<file path="src/rtl/fetch.sv">
// fetch: MIPS instruction-fetch stage with req/ack imem port, one-entry skid buffer and redirect flush
module fetch #(
  parameter int PWIDTH = 32,
  parameter int IWIDTH = 32,
  parameter logic [PWIDTH-1:0] RESET_PC = '0
) (
  input  logic              f_clk,
  input  logic              f_rst,
  input  logic              f_i_stall,
  input  logic              f_i_change_pc,
  input  logic [PWIDTH-1:0] f_i_alt_pc,
  output logic              f_o_imem_req,
  output logic [PWIDTH-1:0] f_o_imem_addr,
  input  logic              f_i_imem_ack,
  input  logic [IWIDTH-1:0] f_i_imem_instr,
  output logic [IWIDTH-1:0] f_o_instr,
  output logic [PWIDTH-1:0] f_o_pc,
  output logic              f_o_ce
);
  typedef enum logic [1:0] {S_IDLE, S_REQ, S_DRAIN, S_STALL} state_t;
  localparam logic [PWIDTH-1:0] ALIGN = ~PWIDTH'(3);
  state_t state_q, state_d;
  logic [PWIDTH-1:0] pc_q, pc_d, pend_q, pend_d, skid_pc_q, skid_pc_d, opc_q, opc_d, alt, pc_inc;
  logic [IWIDTH-1:0] skid_instr_q, skid_instr_d, instr_q, instr_d;
  logic ce_q, ce_d;
  assign alt = f_i_alt_pc & ALIGN;
  assign pc_inc = pc_q + PWIDTH'(4);
  assign f_o_imem_req = state_q == S_REQ || state_q == S_DRAIN;
  assign f_o_imem_addr = pc_q;
  assign f_o_instr = instr_q;
  assign f_o_pc = opc_q;
  assign f_o_ce = ce_q;
  // next-state: redirect beats stall beats ack; an issued request is always drained
  always_comb begin
    state_d = state_q;
    pc_d = pc_q;
    pend_d = pend_q;
    skid_pc_d = skid_pc_q;
    skid_instr_d = skid_instr_q;
    opc_d = opc_q;
    instr_d = instr_q;
    ce_d = ce_q;
    case (state_q)
      S_IDLE: begin
        state_d = S_REQ;
        pc_d = f_i_change_pc ? alt : pc_q;
      end
      S_REQ: begin
        if (f_i_change_pc) begin
          ce_d = 1'b0;
          pc_d = f_i_imem_ack ? alt : pc_q;
          pend_d = f_i_imem_ack ? pend_q : alt;
          state_d = f_i_imem_ack ? S_REQ : S_DRAIN;
        end else if (f_i_stall) begin
          if (f_i_imem_ack) begin
            skid_instr_d = f_i_imem_instr;
            skid_pc_d = pc_q;
            pc_d = pc_inc;
            state_d = S_STALL;
          end
        end else if (f_i_imem_ack) begin
          instr_d = f_i_imem_instr;
          opc_d = pc_q;
          ce_d = 1'b1;
          pc_d = pc_inc;
        end else begin
          ce_d = 1'b0;
        end
      end
      S_DRAIN: begin
        ce_d = 1'b0;
        pend_d = f_i_change_pc ? alt : pend_q;
        pc_d = f_i_imem_ack ? (f_i_change_pc ? alt : pend_q) : pc_q;
        state_d = f_i_imem_ack ? S_REQ : S_DRAIN;
      end
      S_STALL: begin
        if (f_i_change_pc) begin
          pc_d = alt;
          ce_d = 1'b0;
          state_d = S_REQ;
        end else if (!f_i_stall) begin
          instr_d = skid_instr_q;
          opc_d = skid_pc_q;
          ce_d = 1'b1;
          state_d = S_REQ;
        end
      end
    endcase
  end
  // state and datapath registers
  always_ff @(posedge f_clk) begin
    if (f_rst) begin
      state_q <= S_IDLE;
      pc_q <= RESET_PC & ALIGN;
      pend_q <= '0;
      skid_pc_q <= '0;
      skid_instr_q <= '0;
      opc_q <= '0;
      instr_q <= '0;
      ce_q <= 1'b0;
    end else begin
      state_q <= state_d;
      pc_q <= pc_d;
      pend_q <= pend_d;
      skid_pc_q <= skid_pc_d;
      skid_instr_q <= skid_instr_d;
      opc_q <= opc_d;
      instr_q <= instr_d;
      ce_q <= ce_d;
    end
  end
endmodule

</file>
<file path="config.mk">
export PLATFORM = sky130hd
export DESIGN_NAME = fetch
export DESIGN_NICKNAME = d
export VERILOG_FILES = /design/src/rtl/fetch.sv
export SDC_FILE = /design/constraint.sdc
export NUM_CORES = 1
export LEC_CHECK = 0
export ABC_AREA = 1
export BUFFER_PORTS_ARGS = -buffer_cell sky130_fd_sc_hd__buf_2
export CAP_MARGIN = 15
export CORE_UTILIZATION = 40
export CTS_CLUSTER_SIZE = 8
export DETAILED_ROUTE_END_ITERATION = 7
export GPL_ROUTABILITY_DRIVEN = 1
export GPL_TIMING_DRIVEN = 1
export SYNTH_ARGS = -nofsm -noshare
export SYNTH_HDL_FRONTEND = slang
export SYNTH_SLANG_ARGS = --single-unit
</file>
<file path="constraint.sdc">
create_clock -name f_clk -period 2.05 [get_ports f_clk]
set_clock_uncertainty 0.15 [all_clocks]
set_input_delay 0.3075 -clock f_clk [delete_from_list [all_inputs] [get_ports f_clk]]
set_output_delay 0.3075 -clock f_clk [all_outputs]
set_load 0.02 [all_outputs]
</file>
======== Word-level counts from Yosys, hierarchy flattened ========
Cells that the tools add are included.
operators by class
  add/sub/neg operators ................... 1
  equality and inequality tests ........... 16
  multiplexer cells ....................... 35
  bitwise logic cells ..................... 1
  reduce and logical (&&, ||, !) cells .... 12
operator list
  kind                                                    number
  2-to-1 mux 32 bit                                       18
  one-hot mux 32 bit (2 select lines)                     3
  one-hot mux 32 bit (3 select lines)                     1
  adder 32 x 3 -> 32 bit (second input constant)          1
  inequality test 2 bit (second input constant)           8
  2-to-1 mux 2 bit                                        6
  inequality test 3 bit (second input constant)           4
  AND reduction 3 bit                                     4
  one-hot mux 2 bit (4 select lines)                      1
  AND reduction 6 bit                                     1
  2-to-1 mux 1 bit                                        5
  == test 2 bit (second input constant)                   2
  AND reduction 4 bit                                     1
  nonzero test 2 bit                                      2
  one-hot mux 1 bit (3 select lines)                      1
  nonzero test 3 bit                                      1
  == test 2 x 1 -> 1 bit (second input constant)          1
  logical NOT 2 bit                                       1
  inequality test 2 x 1 -> 1 bit (second input constant)  1
  OR reduction 2 bit                                      1
  logical OR 1 bit                                        1
  NOT 1 bit                                               1
word-level totals
  flip-flop bits (word level) ............. 195
  bits of input ports ..................... 69
  output and inout bits ................... 98

======== Logic depth before layout (Yosys ltp) ========
  word-level depth ........................ 4
  gate-level depth with buffers ........... 12
  depth with buffers taken out ............ 12

======== Least setup slack after synthesis ========
Ideal clock, no wire load.
  kind .................................... reg2reg
  start ................................... register state_q[0]
  end ..................................... register pc_q[13], in the netlist f_o_imem_addr[13]
  setup time .............................. 68 ps
  data arrival time ....................... 1650 ps
  required time ........................... 1832 ps
  setup slack ............................. 183 ps
  stages on the path, launching flop included .. 9
  clock period less this slack ............ 1867 ps
  path through ............................ dfxtp_1 -> inv_1 -> ha_1 -> inv_1 -> o21ai_2 -> buf_4 -> buf_2 -> nand2_1 -> a21oi_2
between the ends
  longest elaborated chain between the ends .. 4
RTL lines
  element                                                    RTL line  text
  from (decl)                                                22        state_t state_q, state_d;
  from (signal assigned)                                     102       state_q <= state_d;
  == test 2 bit / logical NOT 2 bit (equally long branches)  43        case (state_q)
  OR reduction 2 bit (no line)                               -
  inequality test 2 x 1 -> 1 bit (no line)                   -
  AND reduction 3 bit (no line)                              -
  to (signal assigned)                                       94        pc_q <= RESET_PC & ALIGN;
  to (signal assigned)                                       103       pc_q <= pc_d;
  to (decl)                                                  23        logic [PWIDTH-1:0] pc_q, pc_d, pend_q, pend_d, skid_pc_q, skid_pc_d, opc_q, opc_d, alt, pc_inc;
Parallel ways exist; a longest one is shown, timed or not.
A chain may end at the register's enable or synchronous reset.

======== Worst setup path in the final report ========
  start ................................... register pc_q[2], in the netlist f_o_imem_addr[2]
  end ..................................... register pc_q[24], in the netlist f_o_imem_addr[24]
between the ends
  longest elaborated chain between the ends .. 4
RTL lines
  element                              RTL line  text
  adder 32 x 3 -> 32 bit               27        assign pc_inc = pc_q + PWIDTH'(4);
  2-to-1 mux 32 bit                    55, 61
  2-to-1 mux 32 bit                    49        if (f_i_change_pc) begin
  one-hot mux 32 bit (3 select lines)  43
No other way between the ends. The select of a mux whose other input is x is not followed.

==> reports/results.ini <==
[outcome]
status=finished clean

[synth]
synth-seq-cells=195
syn_inst=1393
synth_top_cell_by_area=dfxtp_1
syn-cell-area_mm2=0.009513
syn_area_per_cell_um2=6.829
syn-num-nets=1466
seq_area_frac_synth_pct=41.04
ys_types=35
synth_area_leaders=dfxtp_1 41%, nand2_1 16%, a21oi_1 9.8%
synth_top_area_share_pct=41.04
ys_warn_count=0

[critical_path]
cp.required_ps=2200
cp_max_fo=4
start_kind=flip-flop
cp_data_arrival_time_ps=2090
worstSetupPathType=reg2reg
r2r_end=f_o_imem_addr[24]$_SDFFE_PP0P_
r2r_start=f_o_imem_addr[2]$_SDFFE_PP0P_
crit_chain=ha_1, nand2_2, nor2_4, nand2_2, nor2_4, nand2_1, nand2_1, nand2_1, nand2_1, nand2_1, nand2_1, a21oi_1
crit_buf_inv=0
critPathLaunch=f_o_imem_addr[2]$_SDFFE_PP0P_
critPathMaxStageDelay_ps=390
r2r.worst_path.cells=12
r2r_slack_ps=110
end_kind=flip-flop
crit_top_cell=nand2_1
path_delay_family=simple AND/OR/NAND/NOR gates
cp-endpoint=f_o_imem_addr[24]$_SDFFE_PP0P_
cp.depth=12
crit_path_top_delay_cell=dfxtp_2

[sta]
worst-slew-pin-transition_ps=484.6
period_share_pct=94.45
slew_viol_final=0
hold_viol_final=0
min_period_ps=1936
holdWs_ps=23.55
slew_headroom_pct=67.70
setup_viol=0
tns_ps=0
fmax_mhz=516.5

[cts]
cts_tree=done
cts_made_buffers=17
max-clock-path-buffers=2
clk_root_buffer_cell=clkbuf_16
clk_latency_ps=440
clk_pin_slew_worst_paths_ps=80
cts_max_level=4
cts.sinks=195

[pwr]
vdd_ir_drop_max_mv=0.5547
powerDensity_mw_per_mm2=934.0
power.leakage_nw=4.944
power_w=0.01111

[worst_hold_path]
hp-class=in2reg

[route]
wl_per_cell_um=15.30
antenna_left=0
dr.pass1.iters=5
drc=0
routed_wl_um=29180
num_vias=9821
viasPerCell=5.150
first_iter_violations=846

[grt]
grt_max_degree=46
grt_pass1_wl_um=45840
antenna_found_initial=0
grtUsageTotal_pct=23.49
grt_pass1_vias=8738
grt-ovfl-total=0

[placement]
hpwlAfterDp_um=19520
placed_area_mm2=0.01091
portBuffers=164
place_congestion=0.8342

[die]
core_area_mm2=0.02340
die_w_um=156.2
die_area_mm2=0.02440
start_util_pct=40.65
die_height_um=156.2
rows=56
io_pins=167

[final_layout]
antenna_cells=0
final_area_mm2=0.01190
finalNetCount=1648
syn2layout_area_growth_pct=25.08
drive_gt1_share_pct=19.96
fin_util_pct=50.84

[job]
cap_violations=0

-- repair_timing --
item,4_1_cts,5_1_grt
cloned,0,1
hold buffers,32,0
endpoints found under the setup margin,1,65
hold endpoints to repair,57,0
setup buffers,0,2
pin swaps,0,1
gates resized for setup,1,6
-- Yosys cell counts --
master,count
a211oi_1,1
a21oi_1,187
a21oi_2,9
a221oi_1,1
a31oi_1,65
and2_1,2
buf_2,28
buf_4,10
buf_6,2
clkbuf_1,54
clkbuf_2,1
clkbuf_8,6
dfxtp_1,195
dlymetal6s2s_1,1
ha_1,4
inv_1,33
inv_2,9
nand2_1,402
nand2_2,8
nand2_4,2
nand3_1,39
nand3b_1,3
nor2_1,128
nor2_2,5
nor2_4,10
nor3_2,1
o211ai_1,2
o21ai_0,110
o21ai_1,62
o21ai_2,1
o21bai_1,4
o221ai_1,1
o22ai_1,1
or3_1,2
xor2_1,4
-- report_power, final --
part	switching (W)	internal, W	total [W]
Sequential	0.000340	0.00420	0.00454
Clock	0.00164	0.00186	0.00351
Combinational	0.00192	0.00114	0.00307
Total	0.00391	0.00721	0.0111
-- worst min path at each step --
| stage | start | to | slack, ps | cells after the start |
|---|---|---|---|---|
| final | f_i_alt_pc[5] | pend_q[5]$_SDFFE_PP0P_ | 20 | 3 |
| after global routing | f_i_alt_pc[5] | pend_q[5]$_SDFFE_PP0P_ | 40 | 3 |
| after CTS | f_i_alt_pc[5] | pend_q[5]$_SDFFE_PP0P_ | 10 | 3 |
| after detailed placement | f_o_ce$_SDFFE_PP0P_ | f_o_ce$_SDFFE_PP0P_ | 290 | 2 |
| after global placement | f_o_ce$_SDFFE_PP0P_ | f_o_ce$_SDFFE_PP0P_ | 290 | 2 |
| after floorplan | pend_q[0]$_SDFFE_PP0P_ | pend_q[0]$_SDFFE_PP0P_ | 290 | 2 |
-- final cells by class --
type	count	area, um2
repair buffers	265	1884
clock inverters	14	186.4
multi-input cells	1054	4930
well taps	319	399.1
clock buffers	18	429.2
fillers	2410	11500
inverters	42	162.7
flip-flops and latches	195	3908
-- worst reg2reg max path, delay by kind of cell (launching register included) --
kind | cells | cell delay [ps]
AND/OR/NAND/NOR | 10 | 1010
flip-flops | 1 | 390
AO/OA/AOI/OAI | 1 | 70
adder cells (fa/ha/maj) | 1 | 200
-- metrics by stage --
step           cells  setup WS (ps)
6_report        1907          113.7
5_1_grt         1907         -20.63
4_1_cts         1904          9.385
3_5_place_dp    1840          7.649
3_3_place_gp    1840          77.90
2_1_floorplan   1393          182.7
-- routing by layer --
layer	vias to the layer above	part of all wire [%]	track usage, %	wire length (um)
li1	5031	-	-	-
met4	0	1.1	5.135	323
met3	25	6.1	4.569	1773
met5	-	0	0	0
met1	4452	49	33.49	14230
met2	313	44	36.44	12860
-- registers in the layout (all words and copies together) (netlist names) --
| register | count |
|---|---|
| f_o_imem_addr | 32 |
| f_o_instr | 32 |
| f_o_pc | 32 |
| pend_q | 32 |
| skid_instr_q | 32 |
| skid_pc_q | 32 |
| state_q | 2 |
| f_o_ce | 1 |
-- kinds of logic after synthesis --
family                   Yosys count  synth area share [%]
buffers and inverters            144                 7.339
AND/OR/NAND/NOR                  602                 25.85
AO/OA/AOI/OAI                    444                 24.89
XOR/XNOR                           4                0.3682
flip-flops                       195                 41.04
adder cells (fa/ha/maj)            4                0.5261
-- placed cells by master (no fill, tap or decap), types with 2 or more instances in the layout --
cell type,count
a21oi_1,187
a21oi_2,9
a31oi_1,65
and2_1,2
buf_12,15
buf_2,164
buf_4,52
bufinv_16,2
clkbuf_16,18
clkinv_8,2
clkinvlp_4,3
dfxtp_1,192
dfxtp_2,3
dlygate4sd3_1,32
ha_1,2
ha_2,2
inv_1,30
inv_2,10
inv_4,2
inv_6,2
inv_8,4
nand2_1,402
nand2_2,8
nand2_4,2
nand3_1,39
nand3b_1,3
nor2_1,128
nor2_2,5
nor2_4,10
o211ai_1,2
o21ai_0,110
o21ai_1,62
o21bai_1,4
or3_1,2
xor2_1,4
Note: power is estimated with default switching activity, not from simulation.
